==> src/rtl/ex_stage.sv <==
// ex_stage: execute stage of the five-stage LoongArch pipeline, between ID and MEM.
//
// Ports:
//   clk, reset        clock; synchronous active-high reset
//   ds2es_valid/bus   decoded bundle from ID:
//                     {pc, src1, src2, alu_op[18:0], rkd_value, res_from_mem, gr_we, dest, mem_we}
//   es_allowin        EX can accept a new instruction this cycle
//   ms_allowin        MEM can accept
//   es2ms_valid/bus   bundle to MEM: {pc, res_from_mem, gr_we, dest, es_result}
//   exe_rf_we, exe_dest, alu_result, es_inst_is_ld_w
//                     forwarding / load-use information back to ID
//   data_sram_*       data SRAM request (word access only)
//
// alu_op one-hot: 0-11 ALU, 12 mul.w, 13 mulh.w, 14 mulh.wu,
//                 15 div.w, 16 div.wu, 17 mod.w, 18 mod.wu.
module ex_stage #(
    parameter int DS2ES_BUS_LEN = 155,
    parameter int ES2MS_BUS_LEN = 71
) (
    input  logic                     clk,
    input  logic                     reset,
    input  logic                     ds2es_valid,
    input  logic [DS2ES_BUS_LEN-1:0] ds2es_bus,
    output logic                     es_allowin,
    input  logic                     ms_allowin,
    output logic                     es2ms_valid,
    output logic [ES2MS_BUS_LEN-1:0] es2ms_bus,
    output logic                     exe_rf_we,
    output logic [4:0]               exe_dest,
    output logic [31:0]              alu_result,
    output logic                     es_inst_is_ld_w,
    output logic                     data_sram_en,
    output logic [3:0]               data_sram_we,
    output logic [31:0]              data_sram_addr,
    output logic [31:0]              data_sram_wdata
);
    typedef enum logic [1:0] {IDLE, BUSY, DONE} div_state_t;

    logic                     es_valid;
    logic                     es_ready_go;
    logic [DS2ES_BUS_LEN-1:0] ds2es_bus_r;
    logic [31:0]              es_pc;
    logic [31:0]              src1;
    logic [31:0]              src2;
    logic [18:0]              alu_op;
    logic [31:0]              rkd_value;
    logic                     res_from_mem;
    logic                     gr_we;
    logic [4:0]               dest;
    logic                     mem_we;
    logic [31:0]              es_result;
    logic [31:0]              alu_out;

    assign {es_pc, src1, src2, alu_op, rkd_value, res_from_mem, gr_we, dest, mem_we} = ds2es_bus_r;

    always_ff @(posedge clk) begin
        if (reset) begin
            es_valid    <= 1'b0;
            ds2es_bus_r <= '0;
        end else begin
            if (es_allowin)
                es_valid <= ds2es_valid;
            if (ds2es_valid && es_allowin)
                ds2es_bus_r <= ds2es_bus;
        end
    end

    alu u_alu (
        .alu_op     (alu_op[11:0]),
        .alu_src1   (src1),
        .alu_src2   (src2),
        .alu_result (alu_out)
    );

    // Multiplier: 64 low bits of the signed product of 33-bit extended operands
    // are all that mul.w / mulh.w / mulh.wu need.
    logic               mul_sext;
    logic signed [63:0] mul_a;
    logic signed [63:0] mul_b;
    logic signed [63:0] mul_prod;
    logic [31:0]        mul_out;

    assign mul_sext = ~alu_op[14];
    assign mul_a    = {{32{mul_sext & src1[31]}}, src1};
    assign mul_b    = {{32{mul_sext & src2[31]}}, src2};
    assign mul_prod = mul_a * mul_b;
    assign mul_out  = alu_op[12] ? mul_prod[31:0] : mul_prod[63:32];

    // Divider: restoring, one quotient bit per BUSY cycle on absolute values.
    // div_rem holds {partial remainder, dividend/quotient bits}.
    div_state_t  div_state;
    logic [4:0]  div_cnt;
    logic [63:0] div_rem;
    logic [31:0] div_dsr;
    logic        div_qneg;
    logic        div_rneg;
    logic        div_dz;
    logic        is_div;
    logic        div_signed;
    logic [31:0] abs1;
    logic [31:0] abs2;
    logic [32:0] step_hi;
    logic        step_ge;
    logic [31:0] step_diff;
    logic [31:0] div_q;
    logic [31:0] div_r;
    logic [31:0] div_out;

    assign is_div     = |alu_op[18:15];
    assign div_signed = alu_op[15] | alu_op[17];
    assign abs1       = (div_signed && src1[31]) ? -src1 : src1;
    assign abs2       = (div_signed && src2[31]) ? -src2 : src2;
    // The shifted partial remainder needs 33 bits; once it is >= divisor the
    // difference is below 2^32, so a 32-bit subtract is exact.
    assign step_hi    = div_rem[63:31];
    assign step_ge    = step_hi >= {1'b0, div_dsr};
    assign step_diff  = step_hi[31:0] - div_dsr;

    always_ff @(posedge clk) begin
        if (reset) begin
            div_state <= IDLE;
            div_cnt   <= 5'd0;
            div_rem   <= '0;
            div_dsr   <= '0;
            div_qneg  <= 1'b0;
            div_rneg  <= 1'b0;
            div_dz    <= 1'b0;
        end else begin
            case (div_state)
                IDLE: if (es_valid && is_div) begin
                    div_state <= BUSY;
                    div_cnt   <= 5'd0;
                    div_rem   <= {32'd0, abs1};
                    div_dsr   <= abs2;
                    div_qneg  <= div_signed & (src1[31] ^ src2[31]);
                    div_rneg  <= div_signed & src1[31];
                    div_dz    <= src2 == 32'd0;
                end
                BUSY: begin
                    div_rem <= {step_ge ? step_diff : step_hi[31:0], div_rem[30:0], step_ge};
                    div_cnt <= div_cnt + 5'd1;
                    if (div_cnt == 5'd31)
                        div_state <= DONE;
                end
                DONE: if (es_allowin)
                    div_state <= IDLE;
                default: div_state <= IDLE;
            endcase
        end
    end

    // With a zero divisor the restoring loop already leaves the dividend in the
    // remainder; only the quotient needs forcing, since sign fix-up would spoil it.
    assign div_q   = div_dz ? 32'hFFFF_FFFF : (div_qneg ? -div_rem[31:0] : div_rem[31:0]);
    assign div_r   = div_rneg ? -div_rem[63:32] : div_rem[63:32];
    assign div_out = (alu_op[17] || alu_op[18]) ? div_r : div_q;

    assign es_result   = is_div ? div_out : (|alu_op[14:12]) ? mul_out : alu_out;
    assign es_ready_go = ~is_div | (div_state == DONE);
    assign es_allowin  = ~es_valid | (es_ready_go & ms_allowin);
    assign es2ms_valid = es_valid & es_ready_go;
    assign es2ms_bus   = {es_pc, res_from_mem, gr_we, dest, es_result};

    assign exe_rf_we       = es_valid & gr_we;
    assign exe_dest        = dest;
    assign alu_result      = es_result;
    assign es_inst_is_ld_w = es_valid & res_from_mem;

    assign data_sram_en    = es_valid & (res_from_mem | mem_we) & ms_allowin;
    assign data_sram_we    = {4{es_valid & mem_we & ms_allowin}};
    assign data_sram_addr  = es_result;
    assign data_sram_wdata = rkd_value;
endmodule

// alu: one-hot 12-op integer ALU.
//   alu_op[0] add, [1] sub, [2] slt, [3] sltu, [4] and, [5] nor,
//   [6] or, [7] xor, [8] sll, [9] srl, [10] sra, [11] lui (passes src2)
module alu (
    input  logic [11:0] alu_op,
    input  logic [31:0] alu_src1,
    input  logic [31:0] alu_src2,
    output logic [31:0] alu_result
);
    logic        use_sub;
    logic [31:0] adder_b;
    logic [31:0] adder_sum;
    logic        adder_cout;
    logic        slt_res;
    logic        sltu_res;
    logic [31:0] sll_res;
    logic [31:0] srl_res;
    logic [31:0] sra_res;

    // sub, slt and sltu all compute src1 + ~src2 + 1.
    assign use_sub = alu_op[1] | alu_op[2] | alu_op[3];
    assign adder_b = use_sub ? ~alu_src2 : alu_src2;
    assign {adder_cout, adder_sum} = {1'b0, alu_src1} + {1'b0, adder_b} + {32'd0, use_sub};

    assign slt_res  = (alu_src1[31] & ~alu_src2[31]) | (~(alu_src1[31] ^ alu_src2[31]) & adder_sum[31]);
    assign sltu_res = ~adder_cout;
    assign sll_res  = alu_src1 << alu_src2[4:0];
    assign srl_res  = alu_src1 >> alu_src2[4:0];
    assign sra_res  = $signed(alu_src1) >>> alu_src2[4:0];

    assign alu_result = ({32{alu_op[0] | alu_op[1]}} & adder_sum)
                      | ({32{alu_op[2]}}  & {31'd0, slt_res})
                      | ({32{alu_op[3]}}  & {31'd0, sltu_res})
                      | ({32{alu_op[4]}}  & (alu_src1 & alu_src2))
                      | ({32{alu_op[5]}}  & ~(alu_src1 | alu_src2))
                      | ({32{alu_op[6]}}  & (alu_src1 | alu_src2))
                      | ({32{alu_op[7]}}  & (alu_src1 ^ alu_src2))
                      | ({32{alu_op[8]}}  & sll_res)
                      | ({32{alu_op[9]}}  & srl_res)
                      | ({32{alu_op[10]}} & sra_res)
                      | ({32{alu_op[11]}} & alu_src2);
endmodule

==> config.mk <==
export PLATFORM = sky130hd
export DESIGN_NAME = ex_stage
export DESIGN_NICKNAME = d
export VERILOG_FILES = /design/src/rtl/ex_stage.sv
export SDC_FILE = /design/constraint.sdc
export NUM_CORES = 2
export LEC_CHECK = 0
export CORE_UTILIZATION = 58
export CTS_BUF_LIST = sky130_fd_sc_hd__clkbuf_4 sky130_fd_sc_hd__clkbuf_8
export CTS_CLUSTER_DIAMETER = 30
export DETAILED_ROUTE_END_ITERATION = 10
export PLACE_DENSITY = 0.79
export SLEW_MARGIN = 30
export SYNTH_ARGS = -nofsm -noshare
export SYNTH_HDL_FRONTEND = slang
export SYNTH_SLANG_ARGS = --single-unit
==> constraint.sdc <==
create_clock -name clk -period 10.1 [get_ports clk]
set_input_delay 1.515 -clock clk [delete_from_list [all_inputs] [get_ports clk]]
set_output_delay 1.515 -clock clk [all_outputs]
set_load 0.01 [all_outputs]
==> impl_metrics.py <==
metrics = {
    "synthesis": {
        "synth_sequential_area_ratio_pct": 8.686,
        "synth_top_family_by_area": "adder cells",
        "postSynthCellCount": 7341,
        "synth-adder-area-share_pct": 44.55,
        "netlist_top_cells_area": "sky130_fd_sc_hd__fa_1, sky130_fd_sc_hd__dfxtp_1, sky130_fd_sc_hd__nand2_1, sky130_fd_sc_hd__inv_1, sky130_fd_sc_hd__ha_1",
        "area_share_of_and_or_nand_nor_cells_after_synthesis_pct": 14.87,
        "ys.warnings.count": 0,
        "synth_flop_cell": "sky130_fd_sc_hd__dfxtp_1",
        "postSynth.asyncResetShare_pct": 0,
        "synth_top_area_share_pct": 37.36,
        "yosys_register_bits": 262,
        "multiplexer_share_of_the_synthesized_area_pct": 3.665,
        "synthesis.nets": 8974,
        "synth.distinct_cells": 82,
        "synth_area_in_compound_gates_pct": 11.86,
        "synth_most_common_cell": "sky130_fd_sc_hd__nand2_1",
        "synth_area_leader_cell": "sky130_fd_sc_hd__fa_1",
        "ranking_of_synthesized_cells_by_instance_count": "sky130_fd_sc_hd__nand2_1, sky130_fd_sc_hd__inv_1, sky130_fd_sc_hd__fa_1",
        "synthesis.area_per_instance_um2": 8.226,
        "syn_area_mm2": 0.06038,
        "synth-edff-count": 0,
        "synth-xor-area-share_pct": 3.742,
    },
    "grt": {
        "grt_first_pass_wirelength_um": 398800,
        "met2_usage_pct": 75.42,
        "grt_pass1_vias": 61450,
        "grt_antenna_before_repair": 19,
        "busiest_layer": "met2",
        "groute.layer.met1.usage_pct": 63.43,
        "grt.overflow.total": 0,
        "globalRouteTotalUtil_pct": 51.66,
        "use_met3_pct": 17.12,
        "grt_start_max_net_pins": 104,
    },
    "sta": {
        "fin_crit_ns": 10.71,
        "setup_violations": 93,
        "finalCritPeriodShare_pct": 106.0,
        "clock-skew-final_ns": 0.1029,
        "max_slew_margin_pct": 26.32,
        "fmaxAchievable_mhz": 93.39,
        "worst_slack_ns": -0.6074,
        "rsz0062_at_grt": "yes",
        "final_max_slew_viol_count": 0,
        "finalHoldViolCount": 0,
        "worst-slew-pin-transition_ns": 1.105,
    },
    "worst_setup_path": {
        "crit_arrival_ns": 9.19,
        "rr_startpoint": "ds2es_bus_r[57]$_SDFFE_PP0P_",
        "critical-path-top-cell-by-count": "sky130_fd_sc_hd__fa_1",
        "cp-end-kind": "primary output",
        "capture_instance_of_the_worst_register_to_register_path": "ds2es_bus_r[70]$_SDFFE_PP0P_",
        "critical_path.slowest_cell": "sky130_fd_sc_hd__fa_2",
        "crit_path_max_fanout": 5,
        "crit_type": "flip-flop to primary output",
        "worst-r2r-cell-count": 10,
        "max_stage_delay_ns": 0.62,
        "critPathLaunchType": "flip-flop",
        "setup.reg_to_reg.worst_slack_ns": 5.52,
        "critical_path_required_ns": 8.59,
        "worst_path_dominant_cell_family": "adder cells",
        "critPathBufInv": 16,
    },
    "placement": {
        "post_dp_hpwl_um": 214600,
        "gp_congestion": 1.089,
        "placement.io_buffers": 339,
        "pre_cts_worst_setup_slack_ns": -0.6933,
    },
    "die": {
        "area_of_the_core_mm2": 0.1025,
        "design.die.area_mm2": 0.1054,
        "die_height_um": 324.7,
        "num_io_pins": 340,
        "floorplan.rows": 117,
        "width_of_the_die_um": 324.7,
        "floorplan.initialDensity_pct": 58.93,
    },
    "cts": {
        "clock_sink_count": 262,
        "clock_tree.buffer_depth": 3,
        "cts_tree": "built",
        "clock_buffer_count_from_cts": 88,
        "cts_hold_buf": 0,
        "clkSlewWorstSetupHoldPaths_ns": 0.05,
        "cts-root-buf": "sky130_fd_sc_hd__clkbuf_8",
        "worst_skew_late_latency_ns": 0.82,
        "cts_htree_levels": 3,
    },
    "flow_run": {
        "drv.max_cap_violation_count": 0,
    },
    "pwr": {
        "max-vdd-ir-drop_uv": 213.0,
        "p_leak_nw": 34.89,
        "powerDensity_mw_per_mm2": 138.8,
    },
    "worst_hold_path": {
        "hold_depth": 2,
        "min_to": "ds2es_bus_r[140]$_SDFFE_PP0P_",
        "hold_path.startpoint": "ds2es_bus_r[140]$_SDFFE_PP0P_",
        "worstHoldPathType": "flip-flop to flip-flop",
    },
    "final_layout": {
        "layout-area-overhead-vs-synth_pct": 25.24,
        "final.fill_count": 7386,
        "count_of_nets_after_finishing": 9738,
        "layout-drive-gt1-share_pct": 21.46,
        "regArea_mm2": 0.005345,
        "multiInputGateArea_mm2": 0.04981,
        "final_core_util_pct": 73.80,
    },
    "drt": {
        "drt-total-wl_um": 272700,
        "routed-via-count": 59740,
        "viasPerCell": 6.250,
        "route.detailed.drc": 0,
        "ant_nets": 0,
        "drt-wirelength-per-cell_um": 28.53,
        "detailedRoute.firstIterationViolations": 7653,
        "firstDrtPassIters": 9,
    },
    "status": {
        "violated_checks": "negative setup slack",
        "run_status": "finished, violations left",
    },
}
[metrics by stage]
step	cells	hold slack [ns]	area [um^2]	setup TNS, ns	power [mW]
finish	9558	0.4533	75630	-32.01	10.49
floorplan	7341	0.4319	60520	0	4.612
CTS	9512	0.4551	74510	-21.05	9.968
global route	9550	0.4698	75610	-45.47	10.86
global placement	9229	0.4408	69380	-25.65	7.244
detailed placement	9229	0.4475	69420	-34.63	7.330
[cells in the final DEF (no fill, tap or decap), drive strengths merged, types with 44 or more instances in the layout]
master         count
a211oi            61
a21o              53
a21oi            404
buf             1048
clkbuf           110
clkdlybuf4s50    242
clkinv            51
dfxtp            262
fa              1127
ha               347
inv             1246
mux2i            112
mux4              44
nand2           1256
nand3             58
nor2             585
nor3              67
o21ai            191
xnor2            207
xor2              51
[registers in the layout, summed over array words and instances, names as in the netlist, 2 cells and up]
signal / flops
div_rem: 64
ds2es_bus_r: 155
div_state: 2
div_dsr: 32
div_cnt: 5
[worst max-delay path by stage]
stage / start / end / cells past startpoint
floorplan: ds2es_bus_r[63]$_SDFFE_PP0P_ / data_sram_addr[14] / 30
global placement: ds2es_bus_r[101]$_SDFFE_PP0P_ / es2ms_bus[15] / 29
detailed placement: ds2es_bus_r[60]$_SDFFE_PP0P_ / alu_result[15] / 30
CTS: ds2es_bus_r[61]$_SDFFE_PP0P_ / alu_result[29] / 29
global route: ds2es_bus_r[59]$_SDFFE_PP0P_ / alu_result[29] / 29
finish: ds2es_bus_r[59]$_SDFFE_PP0P_ / data_sram_addr[4] / 36
[worst reg2reg max path, stage by stage, from the launching register on]
cell and delay [ns]:
sky130_fd_sc_hd__dfxtp_1 0.42, sky130_fd_sc_hd__or2_2 0.58, sky130_fd_sc_hd__nor2_2 0.22, sky130_fd_sc_hd__buf_4 0.48
sky130_fd_sc_hd__o21ai_0 0.23, sky130_fd_sc_hd__nand2_1 0.23, sky130_fd_sc_hd__and2_4 0.66, sky130_fd_sc_hd__buf_4 0.49
sky130_fd_sc_hd__buf_4 0.38, sky130_fd_sc_hd__nand2_1 0.19, sky130_fd_sc_hd__a21oi_1 0.54
[cell families (layout without fill, tap and decap cells)]
group	Yosys count	after routing
AOI/OAI and AO/OA	1116	1116
xor gates and xnor gates	258	258
adders and majority gates	1474	1474
buffers and inverters	1885	2723
DFF	262	262
muxes	165	165
other	0	11
and+or+nand+nor	2181	2181
[routing by layer]
metal | share of wire [%] | wire (um)
met5 | 0.069 | 189
met4 | 9.6 | 26170
met3 | 14 | 38070
met1 | 34 | 94010
met2 | 42 | 114300
[cell type report]
type / count / share of cell area [%]
timing repair buffer: 1293 / 15.65
multi-input combinational: 5194 / 65.87
inverter: 1266 / 6.378
antenna: 11 / 0.03640
clock inverter: 57 / 0.8603
tap: 1368 / 2.263
sequential: 262 / 7.068
clock buffer: 107 / 1.881
[timing repair]
item,in CTS,in global routing
pin swaps,212,148
cloned,2,1
endpoints found under the setup margin,96,96
endpoints found under the hold margin,0,0
setup buffers,140,56
gates resized for setup,935,258
[where the power goes]
| group | switching, mW | internal, mW | total [mW] |
|---|---|---|---|
| Clock | 0.803 | 1.21 | 2.02 |
| Combinational | 4.29 | 2.99 | 7.28 |
| Sequential | 0.0912 | 1.10 | 1.20 |
Note: power is estimated with default switching activity, not from simulation.
